### config.mk
export PLATFORM = sky130hd
export DESIGN_NAME = crop_word_packer
export DESIGN_NICKNAME = d
export VERILOG_FILES = /design/src/rtl/crop_word_packer.sv
export SDC_FILE = /design/constraint.sdc
export NUM_CORES = 1
export LEC_CHECK = 0
export BUFFER_PORTS_ARGS = -buffer_cell sky130_fd_sc_hd__buf_2
export CAP_MARGIN = 40
export CELL_PAD_IN_SITES_DETAIL_PLACEMENT = 1
export CELL_PAD_IN_SITES_GLOBAL_PLACEMENT = 1
export CORE_ASPECT_RATIO = 0.5
export CORE_MARGIN = 2
export CORE_UTILIZATION = 35
export CTS_BUF_LIST = sky130_fd_sc_hd__clkbuf_16
export DETAILED_ROUTE_END_ITERATION = 8
export PLACE_DENSITY = 0.64
export SETUP_SLACK_MARGIN = 0.4
export SYNTH_ARGS = -nofsm -noshare
export SYNTH_HDL_FRONTEND = slang
export SYNTH_SLANG_ARGS = --single-unit
export TNS_END_PERCENT = 10
### constraint.sdc
create_clock -name clk -period 6.4 [get_ports clk]
set_input_delay 0.96 -clock clk [delete_from_list [all_inputs] [get_ports clk]]
set_output_delay 0.96 -clock clk [all_outputs]
set_load 0.1 [all_outputs]
### src/rtl/crop_word_packer.sv
// ============================================================================
// crop_word_packer : packs the crop pixel stream into little-endian words
// Rev 1.0
// ============================================================================
`default_nettype none

module crop_word_packer #(
  parameter int OUT_ROWS        = 20,
  parameter int OUT_COLS        = 20,
  parameter int NUM_CROPS       = 3,
  parameter int PIXELS_PER_WORD = 8
) (
  input  logic                         clk,
  input  logic                         reset,
  input  logic                         s_axis_tvalid,
  output logic                         s_axis_tready,
  input  logic [7:0]                   s_axis_tdata,
  input  logic [2:0]                   s_crop_idx,
  output logic                         m_axis_tvalid,
  input  logic                         m_axis_tready,
  output logic [8*PIXELS_PER_WORD-1:0] m_axis_tdata,
  output logic [PIXELS_PER_WORD-1:0]   m_axis_tkeep,
  output logic                         m_axis_tlast,
  output logic [2:0]                   m_axis_tuser,
  output logic                         m_frame_last,
  output logic                         idx_err
);

  localparam int CROP_PIX = OUT_ROWS * OUT_COLS;
  localparam int PCW      = (CROP_PIX > 1) ? $clog2(CROP_PIX) : 1;
  localparam int LW       = $clog2(PIXELS_PER_WORD);
  localparam int DW       = 8 * PIXELS_PER_WORD;

  localparam logic [PCW-1:0] c_last_pix  = PCW'(CROP_PIX - 1);
  localparam logic [LW-1:0]  c_last_lane = LW'(PIXELS_PER_WORD - 1);
  localparam logic [2:0]     c_last_crop = 3'(NUM_CROPS - 1);

  logic [LW-1:0]              r_lane;
  logic [PCW-1:0]             r_pix_cnt;
  logic [2:0]                 r_crop_cnt;
  logic [DW-1:0]              r_acc_data;
  logic [PIXELS_PER_WORD-1:0] r_acc_keep;

  logic                       w_last_pix;
  logic                       w_completing;
  logic                       w_pix_hs;
  logic [DW-1:0]              w_word_data;
  logic [PIXELS_PER_WORD-1:0] w_word_keep;

  assign w_last_pix   = (r_pix_cnt == c_last_pix);
  assign w_completing = w_last_pix || (r_lane == c_last_lane);

  // Only the word-completing pixel needs room in the output register.
  assign s_axis_tready = !w_completing || !m_axis_tvalid || m_axis_tready;
  assign w_pix_hs      = s_axis_tvalid && s_axis_tready;

  always_comb begin
    w_word_data                 = r_acc_data;
    w_word_keep                 = r_acc_keep;
    w_word_data[8*r_lane +: 8]  = s_axis_tdata;
    w_word_keep[r_lane]         = 1'b1;
  end

  always_ff @(posedge clk or posedge reset) begin
    if (reset) begin
      r_lane        <= '0;
      r_pix_cnt     <= '0;
      r_crop_cnt    <= '0;
      r_acc_data    <= '0;
      r_acc_keep    <= '0;
      m_axis_tvalid <= 1'b0;
      m_axis_tdata  <= '0;
      m_axis_tkeep  <= '0;
      m_axis_tlast  <= 1'b0;
      m_axis_tuser  <= '0;
      m_frame_last  <= 1'b0;
      idx_err       <= 1'b0;
    end else begin
      if (w_pix_hs) begin
        if (w_completing) begin
          r_acc_data <= '0;
          r_acc_keep <= '0;
          r_lane     <= '0;
        end else begin
          r_acc_data <= w_word_data;
          r_acc_keep <= w_word_keep;
          r_lane     <= r_lane + LW'(1);
        end

        if (w_last_pix) begin
          r_pix_cnt  <= '0;
          r_crop_cnt <= (r_crop_cnt == c_last_crop) ? 3'd0 : r_crop_cnt + 3'd1;
        end else begin
          r_pix_cnt  <= r_pix_cnt + PCW'(1);
        end

        if ((r_pix_cnt == '0) && (s_crop_idx != r_crop_cnt))
          idx_err <= 1'b1;
      end

      // A completion reloads the output register even while it drains.
      if (w_pix_hs && w_completing) begin
        m_axis_tvalid <= 1'b1;
        m_axis_tdata  <= w_word_data;
        m_axis_tkeep  <= w_word_keep;
        m_axis_tlast  <= w_last_pix;
        m_axis_tuser  <= r_crop_cnt;
        m_frame_last  <= w_last_pix && (r_crop_cnt == c_last_crop);
      end else if (m_axis_tready) begin
        m_axis_tvalid <= 1'b0;
      end
    end
  end

endmodule

`default_nettype wire

* Word-level counts from Yosys, hierarchy flattened
Index checks and enable logic that the tools add are counted. Widths: inputs -> output; s select.
Word-level totals: input port bits 15, output and inout bits 80, flip-flop bits (word level) 166
Cells by class: reduce and logical (&&, ||, !) cells 14, mux-type cells 10, eq/ne operators 4, shift operators 2, $add $sub $neg 4, $lt $le $gt $ge 2, bitwise logic cells 1
Operators by type and width (count):
- $bwmux 64 | 1
- $mux 64 | 1
- $shift 8x34->64 const A | 1
- $shiftx 8x34->64 | 1
- $neg 6->34 | 1
- $add 9x1->9 const B | 1
- $eq 9x9->1 const B | 1
- $logic_not 9->1 | 1
- $mux 9 | 1
- $mux 8 | 1
- $or 8x8->8 | 1
- $add 3x1->3 const B | 2
- $mux 3 | 2
- $logic_and 1x1->1 | 5
- $lt 3x4->1 const B | 1
- $reduce_and 2->1 | 2
- $demux 1 s3 | 1
- $eq 3x2->1 const B | 1
- $eq 3x3->1 const B | 1
- $ge 3x1->1 const B | 1
- $logic_or 1x1->1 | 3
- $mux 1 | 3
- $ne 3x3->1 | 1
- $logic_not 1->1 | 2
- $reduce_bool 2->1 | 1

* Logic depth before layout (Yosys ltp)
word-level depth 8, gate-level depth with buffers 11, gate-level depth less buffers 7

* Least setup slack after synthesis
Ideal clock, no wire load.
path type register -> output, from register m_axis_tvalid, to output port s_axis_tready, arrival time 2.402 ns, required time 5.440 ns, stages on the path, launching flop included 5, setup slack 3.038 ns, cell sequence dfrtp_1 nor2b_1 clkbuf_1 clkbuf_1 nand2_1
On the way: word-level cells in the longest chain between the ends 3
Ends and longest elaborated chain:
- start, declared | line 19 | output logic m_axis_tvalid,
- start signal, assigned | line 71 | m_axis_tvalid <= 1'b0;
- start signal, assigned | line 103 | m_axis_tvalid <= 1'b1;
- start signal, assigned | line 110 | m_axis_tvalid <= 1'b0;
- $logic_not 1->1 | line 54 | assign s_axis_tready = !w_completing || !m_axis_tvalid || m_axis_tready;
- $logic_or 1x1->1 (2 in series) | line 54
- end, declared | line 16 | output logic s_axis_tready,
No other way between the ends.

* Worst setup path after layout
from register r_lane[0], to output port s_axis_tready
On the way: word-level cells in the longest chain between the ends 5
Ends and longest elaborated chain:
- start, declared | line 38 | logic [LW-1:0] r_lane;
- start signal, assigned | line 87 | r_lane <= r_lane + LW'(1);
- $eq 3x3->1 | line 51 | assign w_completing = w_last_pix || (r_lane == c_last_lane);
- $logic_or 1x1->1 | line 51
- $logic_not 1->1 | line 54
- $logic_or 1x1->1 (2 in series) | line 54
No other way between the ends.

==> run metrics <==
outcome finished, final reports clean; number of diodes 0; Post-synth EDFFs 0; post-synthesis sequential area ratio 52.57%; port bufs 94; die area roughly 24000 µm²; DP HPWL 14770 µm; Crit path required time 5.44 ns; Die Y-Extent 110.2 µm; end of the critical path s_axis_tready; Core Footprint approximately 22000 µm²; layout cells sized above 1 19.88%; # H-tree levels 4; Max VDD drop about 0.00028 V; Buf+Inv Stages, Crit Path 2; Final Critical Period roughly 3.7 ns; number of max-cap violations 0; worst clock skew 0.01063 ns; worst skew pair latency ~0.44 ns; worst rel slew slack 38.62%; synthesized flop and latch total approximately 170; Num CTS Buffers 17; async set-reset flop share out of synthesis 100.0%; CP top delay family flip-flops; crit-path cells ha_1 -> ha_1 -> clkinv_1 -> o21ai_4 -> nand2_1 -> buf_2; met3 wire length 787 µm; Warnings, synthesis 0; cell row count 38; final period utilization between 50% and 60%; final slew viol count 0; placed insts 1113; Hold Crit Class reg2reg; FMAX 0.2673 GHz; Max Used Layer met4; Pleak just over 4 nW; vias in the first global route 6841; setup TNS 0 ns; met1 WL 11020 µm; Post-Syn Area slightly below 8000 µm²; number of nets in the layout 854; Critical Path Source Type register; total track usage between 20% and 30%; terminus of the critical flop-to-flop path r_acc_data[14]$_DFFE_PP0P_; cell area after layout ~9200 µm²; Fin. Hold Viols 0; clk buf depth 2; Setup CP Type reg2out; final global-route overflow total 0; Clock transition at path regs 0.06 ns; Yosys cell types 57; Initial Utilization 36.05%; unrepaired setup endpoints after global routing no; routed wl met2 11400 µm; slowest cell delay on critical path about 0.77 ns; Final setup violation count 0; Via density between 5 and 6; syn nets 797; hold_buf cts 0; r2r setup slk 2.99 ns; critical path endpoint category primary output; Max FO, Critical Path 19; post-cts resize count 0; I/O pin count 95; Finished Layout Cells 1145; Worst Setup SP r_lane[0]$_DFFE_PP0P_; Final ANT Viol Nets 0; 1st-iter DRT viols 308; first-pass GRT wire length 37920 µm; DRC viols 0; Slowest cell on crit path dfrtp_1; chip width 216.5 µm; reg2reg start r_lane[0]$_DFFE_PP0P_; CTS tree yes; initial antenna violation count 0; routability cong. 0.7529; Power, Total 4.991 mW; WL per Instance 20.47 µm; hold depth 1; PD cells 539.9 nW/µm²; Vias 6310; DP Area approximately 8600 µm²; Least-Margin Pin Slew 0.9146 ns; Synth Flop Type dfrtp_1; Crit. path cell count 6; most frequent CP cell ha_1; worst r2r path cells 7; largest net degree at the start of global routing a little over 80; critical path data arrival time approximately 2.8 ns; Area Growth Syn to Fin 17.01%; Total Wirelength 23440 µm; Setup Buffers After CTS 0; root buffer cell clkbuf_16; Cells after Synth roughly 780; drt first pass iters 4; Mean Syn Cell Area slightly above 10 µm²; CTS sink cnt 166
placed cells by master, fill, tap and decap left out, types with 17 or more instances in the layout:
cell type    n
dfrtp_1    166
nand3_1     38
o211ai_1    26
o21ai_0    140
a22o_1      34
buf_2       94
inv_1       24
nand2_1     50
a21oi_1     26
mux2i_1     50
nor2_1      29
clkbuf_16   17
metal layers:
layer,GRT usage (%),vias up
li1,-,2921
met3,3.676,17
met5,0,-
met2,35.00,85
met1,27.56,3287
met4,5.675,0
cell families (layout without fill, tap and decap cells):
group | count (synthesis) | after routing | synth area share, %
xor+xnor | 6 | 6 | 0.6651
compound gates | 281 | 281 | 22.38
simple gates | 163 | 163 | 10.45
flops | 166 | 166 | 52.57
fa+ha+maj | 7 | 7 | 1.108
buf+inv | 95 | 165 | 5.067
mux | 57 | 57 | 7.759
state kept, by name (all words and copies together) (netlist names), 3 cells and up:
register / cells
m_axis_tkeep: 8
r_lane: 3
r_pix_cnt: 9
r_acc_data: 64
r_acc_keep: 8
r_crop_cnt: 3
m_axis_tuser: 3
m_axis_tdata: 64
report_power, final:
part           leakage, nW  switching [mW]  internal, mW
sequential            2.07           0.239          1.37
clock                0.303           0.447         0.649
combinational         1.78            1.78         0.506
total                 4.15            2.47          2.53
worst min path at each step:
stage | to | from
2_1_floorplan | r_acc_keep[0]$_DFFE_PP0P_ | r_acc_keep[0]$_DFFE_PP0P_
3_3_place_gp | m_axis_tlast$_DFFE_PP0P_ | m_axis_tlast$_DFFE_PP0P_
3_5_place_dp | m_frame_last$_DFFE_PP0P_ | m_frame_last$_DFFE_PP0P_
4_1_cts | m_frame_last$_DFFE_PP0P_ | m_frame_last$_DFFE_PP0P_
5_1_grt | m_frame_last$_DFFE_PP0P_ | m_frame_last$_DFFE_PP0P_
6_report | m_frame_last$_DFFE_PP0P_ | m_frame_last$_DFFE_PP0P_
metrics by stage:
step / util, % / hold WS [ns] / setup WS, ns
floorplan: - / 0.4632 / 0.9500
global placement: 39.22 / 0.4622 / 2.775
detailed placement: 39.38 / 0.4744 / 2.688
CTS: 42.18 / 0.4897 / 2.658
global route: 42.18 / 0.5200 / 2.471
finish: 42.18 / 0.4889 / 2.659
area by class of cell:
type / instances / area [µm²]
sequential: 166 / 4154
tap: 300 / 375.4
timing repair buffer: 109 / 603.1
multi-input combinational: 514 / 3405
clock inverter: 15 / 187.7
inverter: 24 / 95.09
clock buffer: 17 / 425.4
fill: 2458 / 12670
cells in the mapped netlist, drive strengths merged (19+ instances only):
| cell type | n | area, µm² |
|---|---|---|
| dfrtp | 166 | 4154 |
| nand2 | 52 | 197.7 |
| nand3 | 38 | 190.2 |
| o211ai | 29 | 232.7 |
| nor2 | 30 | 115.1 |
| inv | 23 | 86.33 |
| mux2i | 53 | 568.0 |
| a22o | 34 | 297.8 |
| clkbuf | 52 | 195.2 |
| a21oi | 26 | 130.1 |
| o21ai | 143 | 730.7 |
| buf | 19 | 115.1 |
worst reg2reg max path: stages (launching register included):
cell and delay, ns:
dfrtp_1 0.77, inv_1 0.20, ha_1 0.29, ha_1 0.49, nand4b_1 0.42, a311oi_1 0.90
nand3_1 0.17, nand3_1 0.10
Power figures use the tool's default switching activity.
